--- src/rtl/pc_reg_fetch_pkg.sv ---
// Shared types and constants for the PC / fetch-address stage.
package pc_reg_fetch_pkg;

    typedef logic [31:0] inst_addr_t;

    localparam inst_addr_t ZeroWord = 32'h0000_0000;
    localparam inst_addr_t PcIncr   = 32'd4;

    typedef enum logic [1:0] {
        S_RST  = 2'd0,
        S_RUN  = 2'd1,
        S_WAIT = 2'd2
    } fetch_state_e;

    function automatic inst_addr_t align_pc(input inst_addr_t a);
        return {a[31:2], 2'b00};
    endfunction

endpackage

--- src/rtl/pc_next_sel.sv ---
// Combinational next-PC priority mux: flush, EX redirect, pending replay,
// prediction (only when BRANCH_PRED_EN is defined), increment, hold.
module pc_next_sel
    import pc_reg_fetch_pkg::*;
(
    input  inst_addr_t pc,
    input  logic       adv,
    input  logic       flush,
    input  inst_addr_t new_pc,
    input  logic       branch_flag,
    input  inst_addr_t branch_target,
    input  logic       pend_valid,
    input  inst_addr_t pend_addr,
`ifdef BRANCH_PRED_EN
    input  logic       pred_flag,
    input  inst_addr_t pred_addr,
`endif
    output inst_addr_t next_pc,
    output logic       load_pend,
    output logic       clear_pend
);

    inst_addr_t sel;

    always_comb begin
        sel        = pc;
        load_pend  = 1'b0;
        clear_pend = 1'b0;
        if (flush) begin
            sel        = new_pc;
            clear_pend = 1'b1;
        end else if (branch_flag) begin
            // A frozen PC parks the EX target; a newer one overwrites it.
            if (adv) begin
                sel        = branch_target;
                clear_pend = 1'b1;
            end else begin
                load_pend  = 1'b1;
            end
        end else if (adv && pend_valid) begin
            sel        = pend_addr;
            clear_pend = 1'b1;
`ifdef BRANCH_PRED_EN
        end else if (adv && pred_flag) begin
            sel        = pred_addr;
`endif
        end else if (adv) begin
            sel        = pc + PcIncr;
        end
        next_pc = align_pc(sel);
    end

endmodule

--- src/rtl/pc_reg_fetch.sv ---
// PC register, fetch FSM and pending-redirect register.
// Optional static prediction redirect enabled by defining BRANCH_PRED_EN.
module pc_reg_fetch
    import pc_reg_fetch_pkg::*;
#(
    parameter logic [31:0] RESET_PC = 32'h0000_0000
) (
    input  logic        clk,
    input  logic        rst,
    input  logic [5:0]  stall,
    input  logic        flush,
    input  logic [31:0] new_pc,
    input  logic        branch_flag_i,
    input  logic [31:0] branch_target_address_i,
    input  logic        branch_flag_pred,
    input  logic [31:0] branch_tar_addr_pred,
    input  logic        inst_ready_i,
    output logic [31:0] pc,
    output logic        ce,
    output logic        stallreq_if_o
);

    fetch_state_e state;
    logic         pend_valid;
    inst_addr_t   pend_addr;
    inst_addr_t   next_pc;
    logic         load_pend;
    logic         clear_pend;
    logic         adv;

    // Only stall[0] belongs to this stage.
    logic unused_stall;
    assign unused_stall = ^stall[5:1];

`ifndef BRANCH_PRED_EN
    logic unused_pred;
    assign unused_pred = ^{branch_flag_pred, branch_tar_addr_pred};
`endif

    assign adv           = (state != S_RST) && inst_ready_i && !stall[0];
    assign stallreq_if_o = ce & ~inst_ready_i;

    pc_next_sel u_sel (
        .pc            (pc),
        .adv           (adv),
        .flush         (flush),
        .new_pc        (new_pc),
        .branch_flag   (branch_flag_i),
        .branch_target (branch_target_address_i),
        .pend_valid    (pend_valid),
        .pend_addr     (pend_addr),
`ifdef BRANCH_PRED_EN
        .pred_flag     (branch_flag_pred),
        .pred_addr     (branch_tar_addr_pred),
`endif
        .next_pc       (next_pc),
        .load_pend     (load_pend),
        .clear_pend    (clear_pend)
    );

    always_ff @(posedge clk) begin
        if (rst) begin
            state      <= S_RST;
            pc         <= align_pc(RESET_PC);
            ce         <= 1'b0;
            pend_valid <= 1'b0;
            pend_addr  <= ZeroWord;
        end else begin
            case (state)
                S_RST:   state <= S_RUN;
                S_RUN:   if (!inst_ready_i) state <= S_WAIT;
                S_WAIT:  if (inst_ready_i)  state <= S_RUN;
                default: state <= S_RST;
            endcase
            ce <= 1'b1;
            pc <= next_pc;
            if (load_pend) begin
                pend_valid <= 1'b1;
                pend_addr  <= branch_target_address_i;
            end else if (clear_pend) begin
                pend_valid <= 1'b0;
            end
        end
    end

endmodule

--- config.mk ---
export PLATFORM = sky130hd
export DESIGN_NAME = pc_reg_fetch
export DESIGN_NICKNAME = d
export VERILOG_FILES = /design/src/rtl/pc_reg_fetch_pkg.sv /design/src/rtl/pc_next_sel.sv /design/src/rtl/pc_reg_fetch.sv
export SDC_FILE = /design/constraint.sdc
export NUM_CORES = 1
export LEC_CHECK = 0
export BUFFER_PORTS_ARGS = -buffer_cell sky130_fd_sc_hd__clkbuf_2
export CORE_MARGIN = 2
export CORE_UTILIZATION = 50
export DETAILED_ROUTE_END_ITERATION = 6
export PLACE_DENSITY = 0.81
export RECOVER_POWER = 50
export REMOVE_ABC_BUFFERS = 1
export SYNTH_ARGS = -nofsm -noshare
export SYNTH_HDL_FRONTEND = slang
export SYNTH_SLANG_ARGS = --single-unit
--- constraint.sdc ---
create_clock -name clk -period 5.55 [get_ports clk]
set_input_delay 0.555 -clock clk [delete_from_list [all_inputs] [get_ports clk]]
set_output_delay 0.555 -clock clk [all_outputs]
set_load 0.02 [all_outputs]
# Yosys cells after proc, flatten, opt, wreduce, memory -nomap -nowiden
# Index checks and enable logic that the tools add are counted.
# W data, S select, Z words.
[op_classes] shifts=0 reduce_logical=10 n_mul=0 n_mux=18 n_addsub=1 n_bitwise=2 eq_ne=5 div_mod_pow=0 order_cmp=0
[ops] operator="$mux W32" count=5
[ops] operator="$add A32 B3 Y32 const B" count=1
[ops] operator="$mux W1" count=10
[ops] operator="$pmux W2 S3" count=1
[ops] operator="$mux W2" count=2
[ops] operator="$ne A2 B2 Y1 const B" count=2
[ops] operator="$reduce_and A2 Y1" count=2
[ops] operator="$reduce_bool A2 Y1" count=2
[ops] operator="$logic_and A1 B1 Y1" count=3
[ops] operator="$ne A3 B2 Y1 const B" count=1
[ops] operator="$reduce_bool A3 Y1" count=1
[ops] operator="$eq A2 B1 Y1 const B" count=1
[ops] operator="$eq A2 B2 Y1 const B" count=1
[ops] operator="$logic_not A2 Y1" count=1
[ops] operator="$and A1 B1 Y1" count=1
[ops] operator="$logic_not A1 Y1" count=1
[ops] operator="$not A1 Y1" count=1
[totals] output_inout_bits=34 elab_cells=42 mem_bits_rw=0 inputBits=108 latchBits=0 memories=0 romBits=0 regBits=68

# Logic depth before layout (Yosys ltp)
[logic_depth] ltp_word=9 mapped_depth=8 mapped_depth_nobuf=6

# Cells and area by module
# A second synthesis with hierarchy kept.
[hier_totals] hier_cells=495 hier_area_um2=4165.2
[by_module_without_submodules] module="pc_reg_fetch" area_per_inst_um2=2182.1 cells_per_inst=186 seq_area_each_um2=1361.3 n_inst=1
[by_module_without_submodules] module="pc_next_sel" area_per_inst_um2=1983.2 cells_per_inst=309 seq_area_each_um2=0.0 n_inst=1

# Least setup slack after synthesis
# No wires, ideal clock.
[synth_path] path_type="register to register" from="register pc[2]" to="register pc[28]" slack_ns=3.204 stages_incl_launch_ff=8 required_time_ns=5.428 arrival_ns=2.225 setup_time_ns=0.122 path_buffers=1 period_less_slack_ns=2.346 cell_sequence="dfxtp_1 -> ha_1 -> nand3_1 -> or3_2 -> clkbuf_1 -> o41ai_1 -> a31oi_1 -> a221o_1"
[synth_between] elab_chain_cells=5
[synth_rtl] item="start: declaration" line="pc_reg_fetch.sv:18" rtl="output logic [31:0] pc,"
[synth_rtl] item="start signal: assignment" line="pc_reg_fetch.sv:64" rtl="pc <= align_pc(RESET_PC);"
[synth_rtl] item="start signal: assignment" line="pc_reg_fetch.sv:76" rtl="pc <= next_pc;"
[synth_rtl] item="$add A32 B3 Y32" line="pc_next_sel.sv:48" rtl="sel = pc + PcIncr;"
[synth_rtl] item="$mux W32" line="pc_next_sel.sv:47" rtl="end else if (adv) begin"
[synth_rtl] item="$mux W32" line="pc_next_sel.sv:40" rtl="end else if (adv && pend_valid) begin"
[synth_rtl] item="$mux W32" line="pc_next_sel.sv:32" rtl="end else if (branch_flag) begin"
[synth_rtl] item="$mux W32" line="pc_next_sel.sv:29" rtl="if (flush) begin"
# No other way between the ends. The select of a mux whose other input is x is not followed.
# A chain may end at the register's enable or synchronous reset.

==> flow_results.org <==
** Run status
- The run finished, with violations left.
- The final reports fail on capacitance limit, slew limit.

** Critical path
- The critical path is of the in -> reg type.
- STA classifies the critical path startpoint as a primary input.
- Along the worst path, the maximum fanout reaches 56.
- Worst EP required :: slightly below 6 ns
- Arr. time, crit path :: approximately 3.8 ns
- Crit. End Element :: register

** Clock network
- Sink Count :: between 60 and 70
- Clock tree from TritonCTS :: yes
- Clock Latency Late Sink :: ~0.35 ns
- Root Buffer Master :: sky130_fd_sc_hd__clkbuf_8
- In this run the deepest clock path goes through 2 buffers.
- The H-tree was split into 3 levels.
- In this run, post-CTS hold repair placed 0 buffers.
- Number of gates resized after cts :: 0
- Number of buffers created by CTS :: 9
- Postcts setup bufs :: 0
- Clock slew at the register clock pins of the worst setup and hold paths :: 0.08 ns

** Synthesis
- Yosys printed 0 warnings.
- In the synthesized netlist the dominant register cell turns out to be sky130_fd_sc_hd__dfxtp_1.
- Synthesis instantiated 60 different standard cells from the library.
- Counting flops with a built-in enable in the synthesized netlist gives 0.
- Synthesis handed over a netlist of between 500 and 600 instances.
- Sequential cells were found to cover between 30% and 40% of the synthesized design area.
- Cell type contributing the most total cell area after synthesis :: sky130_fd_sc_hd__dfxtp_1
- Number of storage elements in the synthesis netlist :: 64
- Summed instance area of the synthesized netlist :: between 0.003 and 0.004 sq mm
- Post-synth ARST share :: 0%
- Top post-synthesis cells by area :: sky130_fd_sc_hd__dfxtp_1 (33%), sky130_fd_sc_hd__nand2_1 (11%), sky130_fd_sc_hd__a21oi_1 (7.5%), sky130_fd_sc_hd__nor2_1 (3.2%), sky130_fd_sc_hd__clkbuf_1 (3.0%)
- Synth top area share :: between 30% and 40%
- A synthesized cell averages ~7.3 sq um.

** Power and ir drop
- In this run, the combinational gates consume 17.6% of the power.
- Clock network power share :: a little under two fifths
- Internal power :: a little over 800 uW
- The share of total power dissipated in sequential elements is 44.1%.
- Net switching power :: around 350 uW
- Tot Pwr :: between 1000 and 1500 uW
- IR Drop Worst-Case VDD :: approximately 160 uV
- Leak Pwr :: 0.00171 uW
- In this run the power density over the cells is 260 mW/mm^2.
- Net switching is about 30% of the power.

** Routing
- DRC violations left :: 0
- The detailed router put a total of ~5000 um of wire on met1.
- WL/cell :: 16.8 um
- The routed layout has between 4000 and 5000 vias.
- Using the TritonRoute via totals, the vias-per-cell ratio works out to about 6.1.
- After detailed routing, no signal wire sits above met4.
- The final layout contains routed wiring with a total length of 12000 um.
- Wire segments on met3 add up to roughly 1000 um in the final route.
- Post-route ant nets :: 0
- Wire segments on met2 add up to 5680 um in the final route.
- In this run, the number of DRC markers left after iteration 0 of detailed routing was slightly above 400.
- Pre-antenna DRT Iters :: 5

** Floorplanning
- In this run the vertical extent of the chip is between 90 and 100 um.
- The die covers 0.00847 sq mm.
- Starting density of the core :: between 50% and 60%
- Die X :: ~92 um
- For this design the top-level I/O count stands at 142.
- The floorplan step defined a core boundary enclosing about 0.0076 sq mm.
- After floorplanning, the core was divided into 32 placement rows.

** Layout
- Diodes inserted :: 0
- Net count reported at finish :: between 700 and 800
- Layout-stage area growth over the synthesis result :: 17.4%
- In the final layout, the share of cells above drive strength 1 is ~16%.

** Placed design
- Input and output buffers added on the ports amount to 97.
- Detailed placement finished with a half-perimeter wire length of 7770 um.
- Routability congestion estimate :: 0.928

** GRT
- Number of global-route vias before repair :: 3921
- Global routing usage summed across all routing layers :: ~28%
- After global routing the overflow that remains totals 0.
- Largest net degree at the start of global routing :: 57
- The number of antenna violations at the first check in global routing was 0.
- Wire length of the first global-routing pass :: between 15000 and 20000 um

** STA
- Worst Clk Skew :: between 0.007 and 0.008 ns
- Max-slew violation count :: 57
- Worst rel slew slack :: -80.8%
- Achievable frequency :: ~280 MHz
- Setup repair after global routing left no endpoint under its margin.
- Final hold violation count :: 0
- Worst slew pin tran :: about 2.7 ns
- Setup Viol. Count Final :: 0
- In the final timing run, aggregate negative setup slack is 0 ns.
- Ratio of final minimum period to clock period :: between 60% and 70%
- Final period demand of the worst path :: 3.55 ns

** Hold path
- Hold/Removal Path Class :: in -> reg

** Job
- Max cap viols :: 1
==> worst max-delay path, stage by stage <==
cell and delay, ns:
sky130_fd_sc_hd__clkbuf_1 0.10, sky130_fd_sc_hd__clkbuf_1 1.92, sky130_fd_sc_hd__nor2_1 0.37, sky130_fd_sc_hd__o2111a_1 0.33
sky130_fd_sc_hd__a31o_2 0.24, sky130_fd_sc_hd__a211o_1 0.25
==> cell families (layout without fill, tap and decap cells) <==
logic type | Yosys count | in the layout | synth area share, %
compound gates | 164 | 164 | 28.7
xor+xnor | 12 | 12 | 2.71
fa+ha+maj | 2 | 2 | 0.581
buf+inv | 54 | 131 | 5.58
flops | 64 | 64 | 33.1
mux | 4 | 4 | 1.07
other cells | 1 | 2 | 0.0967
simple gates | 233 | 233 | 28.2
==> stage by stage <==
stage	cells	hold slack (ns)	util, %	instance area (sq um)	setup WS (ns)
2_1_floorplan	492	0.425	-	3700	3.10
3_3_place_gp	698	0.438	57.5	4370	2.28
3_5_place_dp	698	0.443	57.5	4370	2.26
4_1_cts	714	0.425	60.4	4590	2.40
5_1_grt	714	0.440	59.8	4550	1.90
6_report	714	0.428	59.8	4550	2.00
==> power groups by stage <==
| stage | clock network [uW] | logic, uW | registers (uW) |
|---|---|---|---|
| 2_1_floorplan | 0 | 100 | 544 |
| 3_3_place_gp | 0 | 205 | 530 |
| 3_5_place_dp | 0 | 210 | 532 |
| 4_1_cts | 455 | 211 | 521 |
| 5_1_grt | 473 | 229 | 526 |
| 6_report | 453 | 209 | 523 |
==> layout by cell type (no fill, tap or decap), drive strengths merged, types with 3 or more instances in the layout <==
master,instances
a211o,7
a211oi,10
a21oi,58
a221o,3
a221oi,3
a22o,4
a311o,3
a311oi,7
a31o,5
a31oi,5
and2,3
and3,7
buf,6
clkbuf,109
dfxtp,64
inv,10
mux2i,3
nand2,118
nand2b,8
nand3,13
nand3b,3
nand4,18
nor2,33
nor2b,6
nor3,7
nor4,6
o2111ai,3
o211ai,7
o21ai,21
o221ai,3
o2bb2ai,4
o31ai,6
o41ai,4
or3,5
xnor2,9
xor2,3
==> cell type report <==
class                      count  area [sq um]
fill                         736          3060
multi-input combinational    417          2380
sequential                    64          1280
timing repair buffer         104           493
clock buffer                  11           141
tap                          102           128
clock inverter                 5          80.1
inverter                      11          41.3
==> per-layer routing <==
layer	GRT usage, %	vias up
li1	-	2087
met1	37.1	2046
met2	45.5	221
met3	5.42	18
met4	8.21	0
met5	0	-
==> sequential cells by signal (all words and copies together), names as in the netlist <==
signal and count:
pend_valid 1, ce 1, pend_addr 30, state 2, pc 30
==> final timing paths <==
check	startpoint	to	slack, ns	cells after the start
worst max-delay path	rst	pc[25]	2.00	6
worst min-delay path	new_pc[6]	pc[6]	0.43	3
worst max register to register	pend_valid	pc[25]	2.34	4
worst min register to register	pend_addr[5]	pend_addr[5]	0.45	2
==> Yosys cell counts, drive strengths merged, types with 6 or more instances <==
library cell / number
a211o: 7
a211oi: 10
a21oi: 58
a311oi: 7
and3: 7
buf: 11
clkbuf: 32
dfxtp: 64
inv: 10
nand2: 118
nand2b: 8
nand3: 13
nand4: 18
nor2: 33
nor2b: 6
nor3: 7
nor4: 6
o211ai: 7
o21ai: 21
o31ai: 6
xnor2: 9
No activity file was read; power rests on OpenSTA's default activity.
